**src/rtl/i2s_rx_pkg.sv**
```systemverilog
// ---------------------------------------------------------------------------
// i2s_rx_pkg
// Shared definitions for the I2S receiver: default word/slot geometry,
// receiver state encoding and a helper that sizes the per-slot bit counter.
// ---------------------------------------------------------------------------
package i2s_rx_pkg;

    // Default geometry: 24 data bits carried in a 32-BCLK slot per channel.
    localparam int DATA_W_DEF = 24;
    localparam int SLOT_W_DEF = 32;

    // Receiver framing states.
    //   SYNC_WAIT : no frame alignment yet, waiting for a 1->0 word-select edge
    //   LEFT      : collecting the left-channel slot
    //   RIGHT     : collecting the right-channel slot
    typedef enum logic [1:0] {
        SYNC_WAIT = 2'd0,
        LEFT      = 2'd1,
        RIGHT     = 2'd2
    } rx_state_e;

    // Width of the bit counter that indexes BCLK periods within one slot.
    function automatic int cnt_width(input int slot_w);
        return (slot_w > 1) ? $clog2(slot_w) : 1;
    endfunction

    localparam int CNT_W_DEF = cnt_width(SLOT_W_DEF);

endpackage : i2s_rx_pkg

```
**src/rtl/i2s_sync.sv**
```systemverilog
// ---------------------------------------------------------------------------
// i2s_sync
// Three-flop synchronizer for one asynchronous I2S pin, followed by a
// registered output stage. The level output and the rising-edge output are
// registered in the same cycle, so a level taken from one instance lines up
// exactly with the rise strobe taken from another instance fed the same way.
//
// Ports
//   clk       in   system clock
//   rst_n     in   asynchronous active-low reset
//   async_in  in   raw pin (asynchronous to clk)
//   level     out  synchronized level (stage 2, registered)
//   rise      out  one-cycle pulse on a synchronized 0->1 transition
// ---------------------------------------------------------------------------
module i2s_sync (
    input  logic clk,
    input  logic rst_n,
    input  logic async_in,
    output logic level,
    output logic rise
);

    logic stage1_q, stage1_d;
    logic stage2_q, stage2_d;
    logic stage3_q, stage3_d;
    logic level_q,  level_d;
    logic rise_q,   rise_d;

    always_comb begin
        stage1_d = async_in;
        stage2_d = stage1_q;
        stage3_d = stage2_q;
        // Both outputs are derived from stage 2 so that every pin sees the
        // same total delay regardless of whether its level or edge is used.
        level_d  = stage2_q;
        rise_d   = stage2_q & ~stage3_q;
    end

    always_ff @(posedge clk or negedge rst_n) begin
        if (!rst_n) begin
            stage1_q <= 1'b0;
            stage2_q <= 1'b0;
            stage3_q <= 1'b0;
            level_q  <= 1'b0;
            rise_q   <= 1'b0;
        end else begin
            stage1_q <= stage1_d;
            stage2_q <= stage2_d;
            stage3_q <= stage3_d;
            level_q  <= level_d;
            rise_q   <= rise_d;
        end
    end

    assign level = level_q;
    assign rise  = rise_q;

endmodule : i2s_sync

```
**src/rtl/i2s_rx.sv**
```systemverilog
// ---------------------------------------------------------------------------
// i2s_rx
// I2S receiver front end. Brings BCLK, LRCLK and SD into the system clock
// domain, frames the serial stream into left/right slots and presents one
// stereo pair per frame with a single-cycle valid strobe. Slot-length
// violations raise a single-cycle error strobe and force a resync on the
// next falling word-select edge.
//
// Parameters
//   DATA_W  bits captured per channel, MSB first (must be <= SLOT_W-1)
//   SLOT_W  BCLK periods per channel slot
//
// Ports
//   clk           in   system clock (>= 4x BCLK)
//   rst_n         in   asynchronous active-low reset
//   i2s_bclk      in   I2S bit clock (asynchronous)
//   i2s_lrclk     in   word select, 0 = left, 1 = right
//   i2s_sd        in   serial data, sampled on BCLK rising edge
//   audio_left    out  last complete left sample
//   audio_right   out  last complete right sample
//   sample_valid  out  one-cycle pulse when both outputs update
//   frame_err     out  one-cycle pulse on slot-length violation
// ---------------------------------------------------------------------------
module i2s_rx
    import i2s_rx_pkg::*;
#(
    parameter int DATA_W = DATA_W_DEF,
    parameter int SLOT_W = SLOT_W_DEF
) (
    input  logic              clk,
    input  logic              rst_n,
    input  logic              i2s_bclk,
    input  logic              i2s_lrclk,
    input  logic              i2s_sd,
    output logic [DATA_W-1:0] audio_left,
    output logic [DATA_W-1:0] audio_right,
    output logic              sample_valid,
    output logic              frame_err
);

    localparam int                CNT_W     = cnt_width(SLOT_W);
    localparam logic [CNT_W-1:0]  DATA_CNT  = CNT_W'(DATA_W);
    localparam logic [CNT_W-1:0]  DATA_LAST = CNT_W'(DATA_W - 1);
    localparam logic [CNT_W-1:0]  SLOT_LAST = CNT_W'(SLOT_W - 1);

    // -----------------------------------------------------------------------
    // Pin synchronization: bit 0 = bclk, bit 1 = lrclk, bit 2 = sd.
    // All three go through identical chains so they stay cycle-aligned.
    // -----------------------------------------------------------------------
    logic [2:0] pin_async;
    logic [2:0] pin_level;
    logic [2:0] pin_rise;

    assign pin_async = {i2s_sd, i2s_lrclk, i2s_bclk};

    for (genvar gi = 0; gi < 3; gi++) begin : g_sync
        i2s_sync u_sync (
            .clk      (clk),
            .rst_n    (rst_n),
            .async_in (pin_async[gi]),
            .level    (pin_level[gi]),
            .rise     (pin_rise[gi])
        );
    end

    logic bclk_rise;
    logic lr_s;
    logic sd_s;

    assign bclk_rise = pin_rise[0];
    assign lr_s      = pin_level[1];
    assign sd_s      = pin_level[2];

    // Only the bclk edge and the lrclk/sd levels are needed.
    logic unused_sync;
    assign unused_sync = ^{pin_level[0], pin_rise[2:1]};

    // -----------------------------------------------------------------------
    // Framing state
    // -----------------------------------------------------------------------
    rx_state_e         state_q,        state_d;
    logic              lr_prev_q,      lr_prev_d;
    logic [CNT_W-1:0]  cnt_q,          cnt_d;
    logic [DATA_W-1:0] shreg_q,        shreg_d;
    logic [DATA_W-1:0] left_hold_q,    left_hold_d;
    logic [DATA_W-1:0] audio_left_q,   audio_left_d;
    logic [DATA_W-1:0] audio_right_q,  audio_right_d;
    logic              sample_valid_q, sample_valid_d;
    logic              frame_err_q,    frame_err_d;

    logic              lr_change;
    logic [DATA_W-1:0] word_next;

    always_comb begin
        state_d        = state_q;
        lr_prev_d      = lr_prev_q;
        cnt_d          = cnt_q;
        shreg_d        = shreg_q;
        left_hold_d    = left_hold_q;
        audio_left_d   = audio_left_q;
        audio_right_d  = audio_right_q;
        sample_valid_d = 1'b0;
        frame_err_d    = 1'b0;

        lr_change = (lr_s != lr_prev_q);
        // Shift register contents including the bit arriving on this rise;
        // on the DATA_W-th data bit this is the completed word.
        word_next = {shreg_q[DATA_W-2:0], sd_s};

        if (bclk_rise) begin
            lr_prev_d = lr_s;

            case (state_q)
                SYNC_WAIT: begin
                    // Data is ignored until a 1->0 word-select edge marks the
                    // start of a left slot.
                    cnt_d = '0;
                    if (lr_change && !lr_s) begin
                        state_d = LEFT;
                    end
                end

                LEFT, RIGHT: begin
                    if (lr_change) begin
                        // The sd bit on a word-select change still belongs to
                        // the slot that is ending, so it is not captured.
                        cnt_d = '0;
                        if (cnt_q < DATA_CNT) begin
                            // Slot ended before a full word: drop it and wait
                            // for the next falling edge (not this one).
                            frame_err_d = 1'b1;
                            state_d     = SYNC_WAIT;
                        end else if (state_q == LEFT) begin
                            state_d = RIGHT;
                        end else begin
                            state_d = LEFT;
                        end
                    end else if (cnt_q == SLOT_LAST) begin
                        // Slot ran past its nominal length.
                        frame_err_d = 1'b1;
                        state_d     = SYNC_WAIT;
                        cnt_d       = '0;
                    end else begin
                        cnt_d = cnt_q + CNT_W'(1);
                        if (cnt_q < DATA_CNT) begin
                            shreg_d = word_next;
                        end
                        if (cnt_q == DATA_LAST) begin
                            if (state_q == LEFT) begin
                                left_hold_d = word_next;
                            end else begin
                                audio_left_d   = left_hold_q;
                                audio_right_d  = word_next;
                                sample_valid_d = 1'b1;
                            end
                        end
                    end
                end

                default: begin
                    state_d = SYNC_WAIT;
                    cnt_d   = '0;
                end
            endcase
        end
    end

    always_ff @(posedge clk or negedge rst_n) begin
        if (!rst_n) begin
            state_q        <= SYNC_WAIT;
            lr_prev_q      <= 1'b0;
            cnt_q          <= '0;
            shreg_q        <= '0;
            left_hold_q    <= '0;
            audio_left_q   <= '0;
            audio_right_q  <= '0;
            sample_valid_q <= 1'b0;
            frame_err_q    <= 1'b0;
        end else begin
            state_q        <= state_d;
            lr_prev_q      <= lr_prev_d;
            cnt_q          <= cnt_d;
            shreg_q        <= shreg_d;
            left_hold_q    <= left_hold_d;
            audio_left_q   <= audio_left_d;
            audio_right_q  <= audio_right_d;
            sample_valid_q <= sample_valid_d;
            frame_err_q    <= frame_err_d;
        end
    end

    assign audio_left   = audio_left_q;
    assign audio_right  = audio_right_q;
    assign sample_valid = sample_valid_q;
    assign frame_err    = frame_err_q;

endmodule : i2s_rx

```
**config.mk**
```make
export PLATFORM = sky130hd
export DESIGN_NAME = i2s_rx
export DESIGN_NICKNAME = d
export VERILOG_FILES = /design/src/rtl/i2s_rx_pkg.sv /design/src/rtl/i2s_sync.sv /design/src/rtl/i2s_rx.sv
export SDC_FILE = /design/constraint.sdc
export NUM_CORES = 1
export LEC_CHECK = 0
export CAP_MARGIN = 0
export CORE_ASPECT_RATIO = 0.8
export CORE_MARGIN = 2
export CORE_UTILIZATION = 51
export DETAILED_ROUTE_END_ITERATION = 7
export DONT_BUFFER_PORTS = 1
export MAX_ROUTING_LAYER = met4
export PLACE_DENSITY_LB_ADDON = 0.08
export SYNTH_ARGS = -nofsm -noshare
export SYNTH_HDL_FRONTEND = slang
export SYNTH_SLANG_ARGS = --single-unit
```
**constraint.sdc**
```tcl
create_clock -name clk -period 5.6 [get_ports clk]
set_input_delay 1.4 -clock clk [delete_from_list [all_inputs] [get_ports clk]]
set_output_delay 1.4 -clock clk [all_outputs]
set_load 0.03 [all_outputs]
```
# --- Word level (Yosys, flattened, before mapping) ---
# Cells that the tools add are included.
totals:
  output_inout_bits: 50
  inputBits: 5
  register_bits: 115
  elab_cells: 61
op_classes:
  add_sub_neg: 1
  bitwise: 5
  order_cmp: 1
  mux: 20
  eq_ne: 7
  n_reduce_logical: 8
ops:
  columns: ["op", "count"]
  rows:
  - ["$mux W5", 3]
  - ["$reduce_and A6 Y1", 2]
  - ["$mux W1", 11]
  - ["$eq A5 B5 Y1 const B", 2]
  - ["$mux W2", 5]
  - ["$add A5 B1 Y5 const B", 1]
  - ["$lt A5 B5 Y1 const B", 1]
  - ["$reduce_and A5 Y1", 1]
  - ["$not A1 Y1", 4]
  - ["$pmux W2 S2", 1]
  - ["$ne A3 B3 Y1 const B", 1]
  - ["$reduce_and A3 Y1", 1]
  - ["$eq A2 B1 Y1 const B", 1]
  - ["$eq A2 B2 Y1 const B", 1]
  - ["$logic_not A2 Y1", 1]
  - ["$ne A2 B2 Y1 const B", 1]
  - ["$reduce_or A2 Y1", 1]
  - ["$and A1 B1 Y1", 1]
  - ["$logic_and A1 B1 Y1", 1]
  - ["$logic_not A1 Y1", 1]
  - ["$ne A1 B1 Y1", 1]

# --- Depth between registers and ports, before layout ---
# Gate-level depths: netlist of the first run.
logic_depth:
  ltp_word: 7
  ltp_mapped: 8
  mapped_depth_nobuf: 6

# --- By module ---
# A second synthesis of the first run with hierarchy kept.
hier_totals:
  hier_cells: 273
  hier_area_um2: 4493.1
modules_own_cells:
  columns: ["module", "cells_each", "seq_area_each_um2", "area_each_um2", "instances"]
  rows:
  - ["i2s_rx", 258, 2627.5, 4151.5, 1]
  - ["i2s_sync", 5, 100.1, 113.9, 3]

# --- Worst setup path before layout of the first run ---
# OpenSTA, ideal clock, no wires.
synth_timing:
  path_kind: "register to register"
  from: "reg cnt_q[0]"
  to: "reg audio_left_q[10], in the netlist audio_left[10]"
  arrival_ns: 2.077
  required_ns: 5.472
  n_path_buf: 2
  setup_slack_ns: 3.395
  stages_incl_launch_ff: 9
  setup_time_ns: 0.128
  synth_period_minus_slack_ns: 2.205
  cell_sequence: "dfrtp_1 ha_1 and3_1 ha_1 nand4b_4 nor3_2 buf_2 buf_4 mux2_1"
synth_between:
  elab_chain_len: 3
  word_cells_on_any_way: 4
  cone_classes: "eq/ne (2); bitwise (1); reduce/logical (1)"
synth_lines:
  columns: ["element", "line", "rtl"]
  rows:
  - ["from (decl)", "i2s_rx.sv:83", "logic [CNT_W-1:0] cnt_q, cnt_d;"]
  - ["from (signal assigned)", "i2s_rx.sv:182", "cnt_q <= cnt_d;"]
  - ["$eq A5 B5 Y1", "i2s_rx.sv:138", "end else if (cnt_q == SLOT_LAST) begin"]
  - ["$not A1 Y1 (no line)", null, null]
  - ["$reduce_and A6 Y1 (no line) *", null, null]
  - ["to (signal assigned)", "i2s_rx.sv:185", "audio_left_q <= audio_left_d;"]
  - ["to (decl)", "i2s_rx.sv:86", "logic [DATA_W-1:0] audio_left_q, audio_left_d;"]
# Mark *: on every way between the ends. The rest lies on a longest branch, timed or not.
# A chain may end at the register's enable or synchronous reset.

# --- Worst setup path after layout of the first run ---
layout_timing:
  from: "reg cnt_q[0]"
  to: "reg audio_right_q[0], in the netlist audio_right[0]"
layout_between:
  elab_chain_len: 3
  word_cells_on_any_way: 4
  cone_classes: "eq/ne (2); bitwise (1); reduce/logical (1)"
layout_lines:
  columns: ["element", "line", "rtl"]
  rows:
  - ["$eq A5 B5 Y1", "i2s_rx.sv:138", null]
  - ["$not A1 Y1 (no line)", null, null]
  - ["$reduce_and A6 Y1 (no line) *", null, null]
  - ["to (signal assigned)", "i2s_rx.sv:186", "audio_right_q <= audio_right_d;"]
  - ["to (decl)", "i2s_rx.sv:87", "logic [DATA_W-1:0] audio_right_q, audio_right_d;"]
# Marked as above.

==> run_results.csv, run 1 <==
group,metric,value,unit
placement,dp_hpwl,4.01,mm
synthesis,synth.avg_cell_area,16.7,µm²
clocking,clk_latency,0.50,ns
setup_path,critPathKind,"reg -> reg",
setup_path,worstPathRequired,5.98,ns
clocking,cts_setup_buffers,0,
power,switching_share,21.2,%
min_path,whs_path_depth,0,
synthesis,syn_area,4450,µm²
clocking,cts.clk_slew.worst_paths,0.06,ns
routing,drt-total-wl,6.93,mm
floorplanning,row_count,30,
cells_and_area,fin_util,60.1,%
floorplanning,die_w,108,µm
cells_and_area,syn_to_final_growth,14.6,%
floorplanning,die_y,87.5,µm
floorplanning,start_util,52.4,%
power,pwr_density_cell,392,nW/µm²
routing,vias,2074,
sta,maxSlewHeadroom,32.9,%
min_path,hold_class,"reg -> reg",
synthesis,synth-seq-area-share,64.7,%
setup_path,slowest_delay,0.84,ns
sta,worstMarginPinSlew,1.01,ns
power,peakVddDrop,265,µV
sta,fin_skew,0.00884,ns
power,switchingPower,424,µW
global_routing,grt_pass1_wl,11.5,mm
setup_path,worstRegToRegCells,7,
floorplanning,core-area,8480,µm²
clocking,cts_tree,"built",
sta,maxSlewViolCount,0,
cells_and_area,final_nets,287,
setup_path,cp-end-kind,"flop",
setup_path,crit_fanout,29,
sta,fin_tns_setup,0,ns
synthesis,synth_fp_nets,278,
sta,setup_viol,0,
cells_and_area,seqCellArea,2880,µm²
global_routing,grt_max_degree,116,
setup_path,crit_top_cell,"ha_1",
synthesis,synth_edf_count,0,
global_routing,grt_overflow,0,
sta,fmax,324,MHz
run_status,status,"completed",
power,pwr-share-seq,44.2,%
setup_path,arrival,3.46,ns
cells_and_area,final_layout_size_suffix_gt1_share,41.0,%
routing,drtPass1Iterations,4,
global_routing,grt_pass1_vias,2188,
floorplanning,io_pins,55,
routing,wl_per_cell,17.3,µm
power,clkPwrFrac,51.6,%
clocking,cts_buffer_depth,2,
sta,rsz0062_at_grt,"false",
clocking,cts_sinks,115,
setup_path,cp_cell_sequence,"ha_1 -> and3_1 -> ha_1 -> nand4b_4 -> nor3_4 -> buf_4 -> mux2_2",
global_routing,antenna_found_initial,0,
job,drv_cap,0,
sta,hold_violations,0,
synthesis,yosysWarningCount,0,
clocking,cts_buffers,17,
synthesis,synth_ff_type,"dfrtp_1",
sta,fin_crit_sh,55.1,%
power,leakage,2.65,nW
synthesis,synth_cell_types,32,
clocking,cts_hold_buf,0,
synthesis,postSynthCellCount,267,
sta,period_minus_slack,3.08,ns
setup_path,start_kind,"flop",
setup_path,critPathSlowestCell,"nor3_4",
synthesis,synthArstFlopShare,100,%
floorplanning,dieArea,9490,µm²
routing,drc,0,
routing,vias_per_cell,5.19,
global_routing,track_usage,16.9,%
placement,gp_congestion,0.741,
power,p_int,1.57,mW
placement,port_buffers,0,
routing,drtIter0Drc,161,
clocking,cts_root_buffer,"clkbuf_8",
power,comb_power_share,4.2,%
clocking,cts-htree-levels,4,
synthesis,ys_ff_latch,115,
routing,ant_nets,0,
clocking,ctsResizeCount,0,
cells_and_area,diodes,0,
cells_and_area,fill_cells,664,
cells_and_area,multi_input_area,1470,µm²
cells in the final DEF, fill, tap and decap left out, types with 3 or more instances in the layout:
cell type,count
dfrtp_1,115
mux2i_1,3
clkbuf_8,5
a21oi_1,3
nand2_1,3
ha_1,6
inv_1,7
mux2_1,13
mux2_2,63
mux2_4,20
clkinv_2,4
clkbuf_16,16
per-layer routing:
layer / up-vias / global-route usage [%] / share of wire, %
li1: 967 / - / -
met1: 1059 / 22.8 / 50
met3: 6 / 8.00 / 7.1
met2: 42 / 22.0 / 42
met5: - / - / 0
met4: 0 / 6.64 / 0.94
sequential cells by signal, indices dropped and copies added (netlist names):
register	count
audio_left	24
audio_right	24
cnt_q	5
frame_err	1
g_sync.u_sync.level	2
g_sync.u_sync.level_d	3
g_sync.u_sync.rise	1
g_sync.u_sync.stage1_q	3
g_sync.u_sync.stage3_q	1
left_hold_q	24
lr_prev_q	1
sample_valid	1
shreg_q	23
state_q	2
stage by stage:
stage / instances / cell area, µm² / total power [mW] / hold slack [ns] / setup WS (ns)
finish: 400 / 5100 / 2.00 / 0.351 / 2.52
global route: 400 / 5100 / 2.08 / 0.363 / 2.33
global placement: 369 / 4520 / 0.979 / 0.335 / 2.54
floorplan: 267 / 4450 / 0.958 / 0.331 / 3.40
detailed placement: 369 / 4520 / 0.980 / 0.335 / 2.51
CTS: 400 / 5100 / 2.02 / 0.352 / 2.48
logic make-up after synthesis:
family                   Yosys count  synth area share [%]
multiplexers                      99                  26.7
buffers and inverters             18                  2.45
flip-flops                       115                  64.7
AND/OR/NAND/NOR                   18                  2.93
adder cells (fa/ha/maj)            6                  1.69
AO/OA/AOI/OAI                     11                  1.55
synthesized netlist by cell type, types with 3 or more instances:
library cell  count  share of area [%]
mux2i_1           3               0.68
mux2_1           13                3.3
a21oi_1           3               0.34
ha_1              6                1.7
mux2_4           20                6.8
buf_2             6               0.68
dfrtp_1         115                 65
nand2_1           3               0.25
inv_1             7               0.59
mux2_2           63                 16
layout make-up:
cell class	count	area share, %
repair buffers	1	0.147
well taps	112	2.75
inverters	7	0.516
clock inverters	9	2.04
clock buffers	22	9.28
flip-flops and latches	115	56.5
multi-input cells	134	28.8
path summary, 6_finish.rpt:
| kind | start | to | slack (ns) |
|---|---|---|---|
| min in group asynchronous | rst_n | g_sync[2].u_sync.level | 0.60 |
| worst min register to register | g_sync[0].u_sync.stage1_q | g_sync[0].u_sync.level_d | 0.35 |
| worst max register to register | cnt_q[0] | audio_right[0] | 2.52 |
| max in group asynchronous | rst_n | g_sync[2].u_sync.level_d | 4.82 |
| worst min-delay path | g_sync[0].u_sync.stage1_q | g_sync[0].u_sync.level_d | 0.35 |
| worst max-delay path | cnt_q[0] | audio_right[0] | 2.52 |
power by group through the flow:
stage               sequential [mW]  combinational, mW  clock (mW)
finish                        0.883             0.0829        1.03
detailed placement            0.898             0.0822           0
global placement              0.898             0.0810           0
global route                  0.888             0.0930        1.09
floorplan                     0.889             0.0689           0
CTS                           0.883             0.0837        1.05
critical path, delay by kind of cell, from the launching register on:
family | cells | cell delay, ns
adders and majority gates | 2 | 0.44
buffers and inverters | 1 | 0.50
DFF | 1 | 0.40
muxes | 1 | 0.39
and+or+nand+nor | 3 | 1.22
No activity file was read; power rests on OpenSTA's default activity.
==> run 2, diff against run 1 <==
==> constraint.sdc (replaced) <==
create_clock -name clk -period 3.1 [get_ports clk]
set_input_delay 0.775 -clock clk [delete_from_list [all_inputs] [get_ports clk]]
set_output_delay 0.775 -clock clk [all_outputs]
set_load 0.03 [all_outputs]
==> run 2 against run 1 <==
Against the previous run:
- the run now ends with negative hold slack left
- via count is 0.72% higher
- wire length is 2.7% lower
- critical path depth is 1 lower
- first-iteration DRC count is 20% lower
- clock power is 80% higher
- clock skew is 0.00084 ns lower
- flip-flop and latch count stayed put
- cell area is 0.12% higher
- critical path type unchanged
- largest cell class unchanged
==> run_results.csv, run 2 (synthesized netlist as in run 1, its figures left out) <==
group,metric,value,unit
floorplanning,die_w,108,µm
sta,worstMarginPinSlew,1.01,ns
sta,hold_violations,115,
placement,gp_congestion,0.779,
clocking,cts-htree-levels,4,
floorplanning,row_count,30,
routing,ant_nets,0,
global_routing,grt_pass1_wl,11.1,mm
placement,port_buffers,0,
floorplanning,start_util,52.4,%
cells_and_area,seqCellArea,2880,µm²
clocking,cts_tree,"built",
cells_and_area,final_layout_size_suffix_gt1_share,41.4,%
power,leakage,2.64,nW
sta,period_minus_slack,2.64,ns
sta,fin_skew,0.00800,ns
setup_path,critPathKind,"reg -> reg",
setup_path,startpoint,"cnt_q[0]",
routing,vias_per_cell,5.20,
routing,drt-total-wl,6.75,mm
min_path,hold_class,"in -> async",
sta,finalHoldWorstSlack,-0.0275,ns
sta,maxSlewViolCount,0,
global_routing,grt_overflow,0,
sta,rsz0062_at_grt,"false",
placement,dp_hpwl,3.98,mm
placement,dpl_cell_area,4530,µm²
global_routing,grt_max_degree,116,
sta,fin_tns_setup,0,ns
power,pwr_density_cell,704,nW/µm²
run_status,status,"complete, but fails checks",
cells_and_area,fill_cells,668,
job,drv_cap,0,
floorplanning,dieArea,9490,µm²
setup_path,crit_fanout,24,
clocking,cts_root_buffer,"clkbuf_8",
sta,setup_viol,0,
global_routing,grt_pass1_vias,2102,
setup_path,r2r-end,"left_hold_q[2]",
cells_and_area,final_common_cell,"dfrtp_1",
floorplanning,core-area,8480,µm²
cells_and_area,design_area,5100,µm²
cells_and_area,layout_common_cells,"dfrtp_1 (115), mux2_2 (63), mux2_4 (20), clkbuf_16 (16), mux2_1 (13)",
sta,maxSlewHeadroom,32.8,%
routing,drc,0,
setup_path,rrSetupSlack,0.46,ns
clocking,ctsResizeCount,0,
run_status,violations,"negative hold slack",
global_routing,track_usage,16.4,%
setup_path,cp-end-kind,"flop",
setup_path,start_kind,"flop",
cells_and_area,final_nets,288,
clocking,cts_sinks,115,
floorplanning,io_pins,55,
floorplanning,die_y,87.5,µm
clocking,cts.clk_slew.worst_paths,0.06,ns
global_routing,antenna_found_initial,0,
power,peakVddDrop,400,µV
clocking,cts_setup_buffers,0,
routing,vias,2089,
sta,fmax,379,MHz
setup_path,worstRegToRegCells,6,
routing,drtPass1Iterations,4,
clocking,cts_buffer_depth,2,
routing,wl_per_cell,16.8,µm
setup_path,rr_startpoint,"cnt_q[0]",
cells_and_area,syn_to_final_growth,14.7,%
routing,drtIter0Drc,128,
clocking,clk_latency,0.50,ns
sta,fin_crit_sh,85.1,%
setup_path,arrival,3.02,ns
cells_and_area,multi_input_area,1470,µm²
cells_and_area,diodes,0,
setup_path,worstPathRequired,3.48,ns
clocking,cts_buffers,17,
[run 2: cell types whose count changed in the layout (fill, tap and decap cells not counted), sizes merged]
cell,previous run,this run
buf,1,2
clkbuf,22,20
clkinv,5,3
clkinvlp,2,5
inv,7,9
[run 2: power breakdown]
part           total [mW]  leakage, nW  switching [mW]  internal, mW
registers            1.59         1.58          0.0442          1.55
logic               0.144        0.797          0.0739        0.0706
clock network        1.85        0.270           0.666          1.18
[run 2: metal layers]
layer	vias up	share of wire (%)	track usage [%]
met2	52	44	21.1
met3	8	6.8	7.93
met4	0	1.2	5.94
li1	965	-	-
met5	-	0	-
met1	1064	48	22.3
[run 2: area by class of cell]
class	instances	area share, %
Clock inverter	12	2.55
Timing Repair Buffer	2	0.294
Sequential cell	115	56.4
Inverter	7	0.515
Clock buffer	20	8.73
Multi-Input combinational cell	134	28.8
Tap cell	112	2.75
[run 2: worst max path at each step]
stage,to,cells past startpoint
6_report,left_hold_q[2],6
5_1_grt,left_hold_q[2],6
4_1_cts,left_hold_q[3],6
3_5_place_dp,left_hold_q[3],6
3_3_place_gp,left_hold_q[3],6
2_1_floorplan,audio_left[10],8
[run 2: stage by stage]
stage | hold WS [ns] | std cells | utilization [%] | total power, mW | setup slack, ns
3_3_place_gp | 0.334 | 370 | 53.4 | 1.77 | 0.513
6_report | -0.0275 | 402 | 60.1 | 3.59 | 0.461
5_1_grt | -0.0669 | 402 | 60.1 | 3.74 | 0.348
2_1_floorplan | 0.331 | 267 | - | 1.73 | 0.895
4_1_cts | -0.0526 | 402 | 60.1 | 3.63 | 0.429
3_5_place_dp | 0.335 | 370 | 53.4 | 1.77 | 0.444
[run 2: critical path: stages (launching register included)]
cell and delay [ns]:
dfrtp_1 0.40, ha_1 0.24, and3_1 0.16, ha_1 0.20, nand4b_4 0.22, or3_2 0.86
mux2_1 0.44
